$ cat config.mk
export PLATFORM = sky130hd
export DESIGN_NAME = pw_lock_core_flat
export DESIGN_NICKNAME = d
export VERILOG_FILES = /design/src/rtl/pw_lock_core_if.sv /design/src/rtl/pw_lock_core.sv /design/src/flat_wrapper.sv
export SDC_FILE = /design/constraint.sdc
export NUM_CORES = 1
export LEC_CHECK = 0
export ABC_AREA = 1
export CAP_MARGIN = 10
export CORE_MARGIN = 2
export CORE_UTILIZATION = 52
export CTS_CLUSTER_DIAMETER = 40
export DETAILED_ROUTE_END_ITERATION = 8
export GPL_TIMING_DRIVEN = 0
export PLACE_DENSITY_LB_ADDON = 0.25
export SYNTH_ARGS = -nofsm -noshare
export SYNTH_HDL_FRONTEND = slang
export SYNTH_SLANG_ARGS = --single-unit
$ cat constraint.sdc
create_clock -name clk -period 3.6 [get_ports clk]
set_input_delay 0.54 -clock clk [delete_from_list [all_inputs] [get_ports clk]]
set_output_delay 0.54 -clock clk [all_outputs]
set_load 0.05 [all_outputs]
$ cat src/rtl/pw_lock_core_if.sv
// pw_lock_core_if: button inputs and display/status outputs of pw_lock_core.
// master drives the buttons, slave is the lock core.
interface pw_lock_core_if #(
    parameter int DIGITS = 4
);
    logic                  up;
    logic                  down;
    logic                  slide;
    logic                  ok;
    logic                  pw_endset;
    logic                  pw_set;
    logic [4*DIGITS-1:0]   entry;
    logic [2:0]            cursor;
    logic [1:0]            status;
    logic                  unlock;
    logic                  fail;
    logic [3:0]            fail_cnt;
    logic                  in_set;

    modport master (
        output up, down, slide, ok, pw_endset, pw_set,
        input  entry, cursor, status, unlock, fail, fail_cnt, in_set
    );

    modport slave (
        input  up, down, slide, ok, pw_endset, pw_set,
        output entry, cursor, status, unlock, fail, fail_cnt, in_set
    );
endinterface

$ cat src/rtl/pw_lock_core.sv
// pw_lock_core: digit-entry password lock with an edit mode for the password.
// Define PW_LOCKOUT_EN to add the timed LOCKOUT state after MAX_FAIL misses.
module pw_lock_core #(
    parameter int DIGITS      = 4,
    parameter int RADIX       = 10,
    parameter int MAX_FAIL    = 3,
    parameter int LOCK_CYCLES = 1000
) (
    input  logic          clk,
    input  logic          rst,
    pw_lock_core_if.slave bus
);
    localparam int         W    = 4 * DIGITS;
    localparam logic [3:0] TOP  = 4'(RADIX - 1);
    localparam logic [2:0] LAST = 3'(DIGITS - 1);

    localparam int B_DOWN  = 0;
    localparam int B_UP    = 1;
    localparam int B_SLIDE = 2;
    localparam int B_OK    = 3;
    localparam int B_END   = 4;
    localparam int B_SET   = 5;

    if (DIGITS < 2 || DIGITS > 8 || RADIX < 2 || RADIX > 16 ||
        MAX_FAIL < 1 || MAX_FAIL > 15 ||
        LOCK_CYCLES < 1 || LOCK_CYCLES > 1048575) begin : g_bad_param
        $error("pw_lock_core: parameter out of range");
    end

`ifdef PW_LOCKOUT_EN
    typedef enum logic [1:0] {BASIC, SET, LOCKOUT} state_t;
`else
    typedef enum logic [1:0] {BASIC, SET} state_t;
`endif

    state_t         state;
    logic           run;
    logic [5:0]     btn;
    logic [5:0]     prev;
    logic [5:0]     rise;
    logic           set_fall;
    logic [W-1:0]   entry;
    logic [W-1:0]   pw;
    logic [W-1:0]   inc_entry;
    logic [W-1:0]   dec_entry;
    logic [2:0]     cursor;
    logic [2:0]     cursor_next;
    logic [1:0]     status;
    logic           unlock;
    logic           fail;
    logic           in_set;
    logic [3:0]     fail_cnt;
    logic [3:0]     fail_inc;
`ifdef PW_LOCKOUT_EN
    logic [19:0]    lock_cnt;
`endif

    assign btn = {bus.pw_set, bus.pw_endset, bus.ok,
                  bus.slide, bus.up, bus.down};

    // run stays low for the first edge after reset so that buttons
    // already held at release only seed the history, never fire.
    assign rise     = run ? (btn & ~prev) : 6'b0;
    assign set_fall = run & prev[B_SET] & ~btn[B_SET];

    assign cursor_next = (cursor == LAST) ? 3'd0 : cursor + 3'd1;
    assign fail_inc    = (fail_cnt == 4'hF) ? 4'hF : fail_cnt + 4'd1;

    // Candidate entries with the digit under the cursor stepped up/down.
    always_comb begin
        inc_entry = entry;
        dec_entry = entry;
        for (int i = 0; i < DIGITS; i++) begin
            if (cursor == 3'(i)) begin
                inc_entry[4*i +: 4] = (entry[4*i +: 4] == TOP) ?
                                      4'd0 : entry[4*i +: 4] + 4'd1;
                dec_entry[4*i +: 4] = (entry[4*i +: 4] == 4'd0) ?
                                      TOP : entry[4*i +: 4] - 4'd1;
            end
        end
    end

    // Mode FSM: one prioritised button action per cycle, registered outputs.
    always_ff @(posedge clk or negedge rst) begin
        if (!rst) begin
            state    <= BASIC;
            run      <= 1'b0;
            prev     <= '0;
            entry    <= '0;
            pw       <= '0;
            cursor   <= '0;
            status   <= 2'b00;
            unlock   <= 1'b0;
            fail     <= 1'b0;
            fail_cnt <= '0;
            in_set   <= 1'b0;
`ifdef PW_LOCKOUT_EN
            lock_cnt <= '0;
`endif
        end else begin
            run    <= 1'b1;
            prev   <= btn;
            unlock <= 1'b0;
            fail   <= 1'b0;
            unique case (state)
                BASIC: begin
                    if (rise[B_OK]) begin
                        entry  <= '0;
                        cursor <= '0;
                        if (entry == pw) begin
                            unlock   <= 1'b1;
                            status   <= 2'b01;
                            fail_cnt <= '0;
                        end else begin
                            fail     <= 1'b1;
                            status   <= 2'b10;
                            fail_cnt <= fail_inc;
`ifdef PW_LOCKOUT_EN
                            if (fail_inc >= 4'(MAX_FAIL)) begin
                                state    <= LOCKOUT;
                                status   <= 2'b11;
                                lock_cnt <= 20'(LOCK_CYCLES);
                            end
`endif
                        end
                    end else if (rise[B_SET]) begin
                        state  <= SET;
                        in_set <= 1'b1;
                        entry  <= '0;
                        cursor <= '0;
                        status <= 2'b00;
                    end else if (rise[B_SLIDE]) begin
                        cursor <= cursor_next;
                        status <= 2'b00;
                    end else if (rise[B_UP]) begin
                        entry  <= inc_entry;
                        status <= 2'b00;
                    end else if (rise[B_DOWN]) begin
                        entry  <= dec_entry;
                        status <= 2'b00;
                    end
                end
                SET: begin
                    if (rise[B_END]) begin
                        pw     <= entry;
                        entry  <= '0;
                        cursor <= '0;
                        state  <= BASIC;
                        in_set <= 1'b0;
                    end else if (set_fall) begin
                        entry  <= '0;
                        cursor <= '0;
                        state  <= BASIC;
                        in_set <= 1'b0;
                    end else if (rise[B_SLIDE]) begin
                        cursor <= cursor_next;
                    end else if (rise[B_UP]) begin
                        entry <= inc_entry;
                    end else if (rise[B_DOWN]) begin
                        entry <= dec_entry;
                    end
                end
`ifdef PW_LOCKOUT_EN
                LOCKOUT: begin
                    lock_cnt <= lock_cnt - 20'd1;
                    if (lock_cnt == 20'd1) begin
                        state    <= BASIC;
                        fail_cnt <= '0;
                        status   <= 2'b00;
                    end
                end
`endif
                default: state <= BASIC;
            endcase
        end
    end

    assign bus.entry    = entry;
    assign bus.cursor   = cursor;
    assign bus.status   = status;
    assign bus.unlock   = unlock;
    assign bus.fail     = fail;
    assign bus.fail_cnt = fail_cnt;
    assign bus.in_set   = in_set;
endmodule

$ cat src/flat_wrapper.sv
// flat-port wrapper written by rule: the top's interface ports become plain ports
module pw_lock_core_flat 
#(
    parameter int DIGITS      = 4,
    parameter int RADIX       = 10,
    parameter int MAX_FAIL    = 3,
    parameter int LOCK_CYCLES = 1000
)
  (clk, rst, bus_up, bus_down, bus_slide, bus_ok, bus_pw_endset, bus_pw_set, bus_entry, bus_cursor, bus_status, bus_unlock, bus_fail, bus_fail_cnt, bus_in_set);
  pw_lock_core_if #(.DIGITS(DIGITS)) bus_i ();
  input  logic clk;
  input  logic rst;
  input wire logic [$bits(bus_i.up)-1:0] bus_up;
  input wire logic [$bits(bus_i.down)-1:0] bus_down;
  input wire logic [$bits(bus_i.slide)-1:0] bus_slide;
  input wire logic [$bits(bus_i.ok)-1:0] bus_ok;
  input wire logic [$bits(bus_i.pw_endset)-1:0] bus_pw_endset;
  input wire logic [$bits(bus_i.pw_set)-1:0] bus_pw_set;
  output wire logic [$bits(bus_i.entry)-1:0] bus_entry;
  output wire logic [$bits(bus_i.cursor)-1:0] bus_cursor;
  output wire logic [$bits(bus_i.status)-1:0] bus_status;
  output wire logic [$bits(bus_i.unlock)-1:0] bus_unlock;
  output wire logic [$bits(bus_i.fail)-1:0] bus_fail;
  output wire logic [$bits(bus_i.fail_cnt)-1:0] bus_fail_cnt;
  output wire logic [$bits(bus_i.in_set)-1:0] bus_in_set;
  assign bus_i.up = bus_up;
  assign bus_i.down = bus_down;
  assign bus_i.slide = bus_slide;
  assign bus_i.ok = bus_ok;
  assign bus_i.pw_endset = bus_pw_endset;
  assign bus_i.pw_set = bus_pw_set;
  assign bus_entry = bus_i.entry;
  assign bus_cursor = bus_i.cursor;
  assign bus_status = bus_i.status;
  assign bus_unlock = bus_i.unlock;
  assign bus_fail = bus_i.fail;
  assign bus_fail_cnt = bus_i.fail_cnt;
  assign bus_in_set = bus_i.in_set;
  pw_lock_core #(.DIGITS(DIGITS), .RADIX(RADIX), .MAX_FAIL(MAX_FAIL), .LOCK_CYCLES(LOCK_CYCLES)) u_core (.clk(clk), .rst(rst), .bus(bus_i));
endmodule
==> results of run 1 <==
## cells by family (layout without fill, tap and decap cells)
logic type      count (synthesis)  count (layout)  synth area share (%)
simple gates                  215             215                  28.7
compound gates                 86              86                  14.6
flops                          51              51                  38.3
buf+inv                        51              95                  6.61
xor+xnor                       20              20                  5.26
fa+ha+maj                      17              17                  6.39
other cells                     1               1                 0.113
## report_power, final
group | leakage, nW | total [mW] | internal [mW] | switching, mW
sequential | 0.667 | 0.847 | 0.698 | 0.149
combinational | 1.14 | 1.07 | 0.377 | 0.689
clock | 0.0581 | 0.408 | 0.207 | 0.200
total | 1.86 | 2.32 | 1.28 | 1.04
## flip-flops by register name, summed over array words and instances, names as in the netlist, 2 cells and up
name / count
u_core.bus.entry: 16
u_core.bus.fail_cnt: 4
u_core.bus.cursor: 3
u_core.bus.status: 2
u_core.prev: 6
u_core.pw: 16
## stage by stage
stage,utilization [%],std cells
2_1_floorplan,-,441
3_5_place_dp,60.4,554
4_1_cts,62.2,562
5_1_grt,62.2,562
6_report,62.2,562
3_3_place_gp,60.2,553
## synth_stat cells (all sizes together), types with 2 or more instances
library cell / instances
ha: 17
xor2: 16
nand3: 38
buf: 8
nand2: 116
a211oi: 2
o211ai: 3
xnor2: 4
inv: 38
a21oi: 26
nand4: 7
clkbuf: 4
dfrtp: 51
nor2: 52
a31oi: 4
nor3: 2
o21ai: 50
## worst paths after layout
kind	endpoint	slack [ps]	depth (start not counted)
setup / recovery	bus_cursor[2]	1330	1
hold / removal	u_core.pw[8]	160	1
setup reg to reg	u_core.bus.entry[11]	1910	11
hold reg to reg	u_core.bus.status[0]	500	2
max in group asynchronous	u_core.bus.cursor[0]	2920	2
min in group clk	u_core.bus.status[0]	500	2
## worst register-to-register path, stage by stage (launching register included)
cell,delay [ps]
dfrtp_1,460
inv_1,110
ha_1,170
inv_1,70
nor2_4,200
nand2_2,90
nor2_1,170
nand3_1,100
nand2_1,60
inv_1,40
nand2_1,40
a21oi_1,50
## layout make-up
type / count / area [sq um] / area share, %
clock inverters: 3 / 43.8 / 1.12
flip-flops and latches: 51 / 1280 / 32.7
repair buffers: 36 / 365 / 9.36
multi-input cells: 339 / 1830 / 47.0
clock buffers: 5 / 68.8 / 1.76
well taps: 77 / 96.3 / 2.47
plain buffers: 12 / 73.8 / 1.89
inverters: 39 / 146 / 3.75
## metal layers
metal / global-route usage, % / wire (microns) / vias up
met5: 0 / 0 / -
met2: 38.5 / 3760 / 93
met4: 7.33 / 144 / 0
li1: - / - / 1522
met3: 3.66 / 401 / 13
met1: 30.7 / 3630 / 1457
## placed cells by master (no fill, tap or decap), types with 2 or more instances in the layout
cell,count
nand3_1,38
buf_6,3
nand2_2,6
o21ai_1,7
nor2_2,2
o211ai_1,2
nor3_1,2
inv_1,34
buf_2,6
clkbuf_1,4
clkbuf_8,5
nand2_1,109
a211oi_1,2
dfrtp_1,51
xnor2_1,4
ha_1,17
o21ai_0,42
clkdlybuf4s50_1,34
a31oi_1,3
nor2_4,5
a21oi_1,25
xor2_1,16
nor2_1,44
nand4_1,7
inv_2,4
==> flow_metrics.py, run 1 <==
metrics = {
    "cells_and_area": {
        "layout.nets": 509,
        "syn2layout_area_growth_pct": 17.2,
        "stdcell_area_sq_mm": 0.00390,
        "diodes": 0,
        "fill_cells": 589,
        "drive_above_1_share_pct": 8.45,
    },
    "sta": {
        "tightestPinTransition_ps": 525,
        "holdWs_ps": 159,
        "slew_violations": 0,
        "clock_skew_ps": 5.71,
        "rsz0062_at_grt": "false",
        "timing.fmax_ghz": 0.440,
        "period_minus_slack_ps": 2270,
        "post-route-period-util_pct": 63.2,
        "fin_setup_tns_ps": 0,
        "slew_headroom_pct": 65.0,
        "setup_violations": 0,
        "hold_violations": 0,
        "final.setup.worst_slack_ps": 1330,
    },
    "clocking": {
        "cts_buffers": 5,
        "cts_max_path_buffers": 2,
        "clock_latency_ps": 310,
        "cts-root-buf": "clkbuf_8",
        "cts-resized-gates": 0,
        "post-cts-setup-buffers": 0,
        "cts.sinks": 51,
        "hold_buffers": 0,
        "cts_max_level": 2,
        "clk_pin_slew_ps": 90,
        "cts_tree": "done",
    },
    "floorplan": {
        "placementRows": 29,
        "die_y_microns": 84.0,
        "pin_count": 36,
        "initial_core_util_pct": 53.0,
        "die_x_microns": 84.0,
        "dieArea_sq_mm": 0.00706,
        "coreArea_sq_mm": 0.00628,
    },
    "routing": {
        "routed_wl_mm": 7.94,
        "route.detailed.drc": 0,
        "dr.pass1.iters": 5,
        "viasPerCell": 5.49,
        "antenna_left": 0,
        "vias": 3085,
        "wl_per_cell_microns": 14.1,
        "dr.first_iter.drc_count": 194,
    },
    "setup_path": {
        "cp.required_ps": 3060,
        "cp_max_fo": 5,
        "end_kind": "output port",
        "crit_buf_inv": 1,
        "cp.arrival_ps": 1730,
        "critPathLaunchType": "flip-flop",
        "cp_slowest_cell": "clkdlybuf4s50_1",
        "crit_start": "u_core.bus.cursor[2]",
        "critPathMaxStageDelay_ps": 870,
        "r2r_start": "u_core.bus.cursor[0]",
        "critical_path.top_delay_family": "buffers and inverters",
        "path_cells": "clkdlybuf4s50_1",
        "crit_type": "reg2out",
    },
    "synth": {
        "synth_nets": 466,
        "yosysWarnings": 0,
        "ys_types": 32,
        "ys_async_sr_fraction_pct": 100,
        "syn_avg_cell_area_sq_um": 7.55,
        "synth_cells": 441,
        "synth_area_leader_cell": "dfrtp_1",
        "synth_edf_count": 0,
        "synth_top_cell_area_share_pct": 38.3,
        "synth_seq_cells": 51,
        "synthFlopType": "dfrtp_1",
        "syn-cell-area_sq_mm": 0.00333,
        "yosysSeqAreaShare_pct": 38.3,
        "synthTopCellsByArea": "dfrtp_1 38%, nand2_1 12%, ha_1 6.4%",
    },
    "pwr": {
        "pwr_density_cell_mw_per_mm2": 595,
        "peakVddDrop_mv": 0.496,
        "power_mw": 2.32,
        "p_leak_nw": 1.86,
    },
    "global_routing": {
        "grt_use_total_pct": 23.0,
        "antenna_found_initial": 0,
        "first_global_vias": 2898,
        "grt_start_max_net_pins": 35,
        "grt_overflow": 0,
        "grt_pass1_wl_mm": 13.2,
    },
    "hold_path": {
        "hold_path_class": "in2async",
    },
    "run": {
        "drv_cap": 0,
    },
    "placed_design": {
        "gp_congestion": 0.938,
        "dp_hpwl_mm": 5.84,
        "placed_area_sq_mm": 0.00379,
        "io_buffers": 35,
        "place_ws_ps": 1550,
    },
    "run_status": {
        "status": "completed",
    },
}
Power figures use the tool's default switching activity.
==> inputs of run 2 (changes only) <==
--- a/config.mk
+++ b/config.mk
@@ -8,7 +8,7 @@
 export ABC_AREA = 1
 export CAP_MARGIN = 10
 export CORE_MARGIN = 2
-export CORE_UTILIZATION = 52
+export CORE_UTILIZATION = 51
 export CTS_CLUSTER_DIAMETER = 40
 export DETAILED_ROUTE_END_ITERATION = 8
 export GPL_TIMING_DRIVEN = 0
==> constraint.sdc (replaced) <==
create_clock -name clk -period 2.02 [get_ports clk]
set_input_delay 0.303 -clock clk [delete_from_list [all_inputs] [get_ports clk]]
set_output_delay 0.303 -clock clk [all_outputs]
set_load 0.05 [all_outputs]
==> run 2 against run 1 <==
Against the previous run:
- combinational power is 77% higher
- clock skew increased by 5.4 ps
- global-route usage increased by 0.52 points
- non-clock buffer count increased by 1
- sequential power rose by 78%
- total power up 72%
- utilization fell by 0.83 points
- critical path type unchanged
- highest routed layer unchanged
==> flow_metrics.py, run 2 (synthesis results as in run 1) <==
metrics = {
    "sta": {
        "rsz0062_at_grt": "false",
        "slew_headroom_pct": 62.7,
        "setup_violations": 0,
        "fin_setup_tns_ps": 0,
        "period_minus_slack_ps": 1970,
        "timing.fmax_ghz": 0.507,
        "post-route-period-util_pct": 97.7,
        "tightestPinTransition_ps": 559,
        "hold_violations": 0,
        "clock_skew_ps": 11.1,
        "slew_violations": 0,
    },
    "clocking": {
        "post-cts-setup-buffers": 0,
        "cts-root-buf": "clkbuf_8",
        "cts_tree": "done",
        "cts_buffers": 5,
        "clk_pin_slew_ps": 100,
        "cts.sinks": 51,
        "cts_max_level": 2,
        "cts_max_path_buffers": 2,
        "clock_latency_ps": 310,
    },
    "pwr": {
        "pwr_density_cell_mw_per_mm2": 1020,
        "p_leak_nw": 1.90,
        "pwr-share-seq_pct": 37.8,
        "p_switching_mw": 1.83,
        "peakVddDrop_mv": 0.925,
        "swShare_pct": 45.9,
        "clkPwrFrac_pct": 14.9,
        "pwr-share-comb_pct": 47.3,
        "power_mw": 3.99,
        "p_int_mw": 2.16,
    },
    "placed_design": {
        "dp_hpwl_mm": 5.85,
        "io_buffers": 35,
        "dp.cells": 554,
        "gp_congestion": 0.925,
    },
    "setup_path": {
        "critPathMaxStageDelay_ps": 860,
        "critPathLaunchType": "flip-flop",
        "crit_buf_inv": 1,
        "end_kind": "output port",
        "cp_slowest_cell": "clkdlybuf4s50_1",
        "cp.required_ps": 1720,
        "critical_path.top_delay_family": "buffers and inverters",
        "cp_max_fo": 6,
        "cp.arrival_ps": 1670,
        "crit_type": "reg2out",
        "path_cells": "clkdlybuf4s50_1",
    },
    "routing": {
        "vias": 3066,
        "viasPerCell": 5.45,
        "route.detailed.drc": 0,
        "routed_wl_mm": 8.00,
        "dr.pass1.iters": 5,
        "antenna_left": 0,
        "dr.first_iter.drc_count": 134,
        "wl_per_cell_microns": 14.2,
    },
    "cells_and_area": {
        "drive_above_1_share_pct": 8.44,
        "layout.nets": 510,
        "diodes": 0,
        "layout_commonest_cell": "nand2_1",
        "syn2layout_area_growth_pct": 17.0,
        "top_regs": "u_core.bus.entry (16), u_core.pw (16), u_core.prev (6)",
        "mostFrequentLayoutCells": "109 x nand2_1, 51 x dfrtp_1, 44 x nor2_1",
        "fin_cells": 563,
    },
    "global_routing": {
        "grt_start_max_net_pins": 35,
        "grt_pass1_wl_mm": 13.8,
        "grt_use_total_pct": 23.5,
        "first_global_vias": 2926,
        "grt_overflow": 0,
        "antenna_found_initial": 0,
    },
    "floorplan": {
        "die_y_microns": 84.8,
        "coreArea_sq_mm": 0.00635,
        "pin_count": 36,
        "die_x_microns": 84.8,
        "placementRows": 29,
        "initial_core_util_pct": 52.4,
        "dieArea_sq_mm": 0.00719,
    },
    "run": {
        "drv_cap": 0,
    },
    "run_status": {
        "status": "completed",
    },
    "hold_path": {
        "hold_path_class": "in2async",
    },
}
run 2: timing repair:
| action | CTS | global route |
|---|---|---|
| setup endpoints to repair | 1 | 3 |
| endpoints found under the hold margin | 17 | 0 |
| hold buffers | 1 | 0 |
| resized for setup | 1 | 3 |
run 2: final timing paths:
| path | depth (start not counted) | endpoint | slack [ps] | start |
|---|---|---|---|---|
| worst max register to register | 10 | u_core.bus.entry[6] | 330 | u_core.bus.cursor[1] |
| worst min register to register | 2 | u_core.bus.status[0] | 500 | u_core.bus.status[0] |
| worst min-delay path | 2 | u_core.pw[0] | 460 | rst |
| min in group clk | 1 | u_core.prev[2] | 470 | bus_slide |
| worst max-delay path | 1 | bus_entry[4] | 50 | u_core.bus.entry[4] |
| max in group asynchronous | 3 | u_core.bus.cursor[1] | 1030 | rst |
run 2: stage by stage:
stage | hold WS (ps) | util (%) | instance area [sq um] | setup slack [ps]
after floorplan | 7.41 | - | 3330 | 263
after global placement | 471 | 59.5 | 3780 | -905
after detailed placement | 273 | 59.7 | 3790 | 218
after CTS | 460 | 61.2 | 3890 | 41.0
after global routing | 454 | 61.4 | 3900 | 2.22
final | 461 | 61.4 | 3900 | 46.9
run 2: area by class of cell:
cell class,count,area (sq um)
plain buffers,12,73.8
clock buffers,5,68.8
clock inverters,3,20.0
fillers,569,2450
inverters,39,146
multi-input cells,339,1830
flip-flops and latches,51,1280
well taps,77,96.3
repair buffers,37,382
run 2: power groups by stage:
stage          Clock, mW  Combinational [mW]  Sequential, mW
2_1_floorplan          0               0.959            1.88
3_3_place_gp           0                1.84            1.51
3_5_place_dp           0                1.88            1.52
4_1_cts            0.615                1.89            1.50
5_1_grt            0.655                2.09            1.54
6_report           0.594                1.89            1.51
run 2: per-layer routing:
metal	share of wire (%)	wire, microns	vias to the layer above	GRT usage (%)
met5	0	0	-	0
met4	1.3	105	0	7.07
met3	5.3	423	11	3.44
met2	47	3790	75	38.0
met1	46	3670	1449	32.9
li1	-	-	1531	-
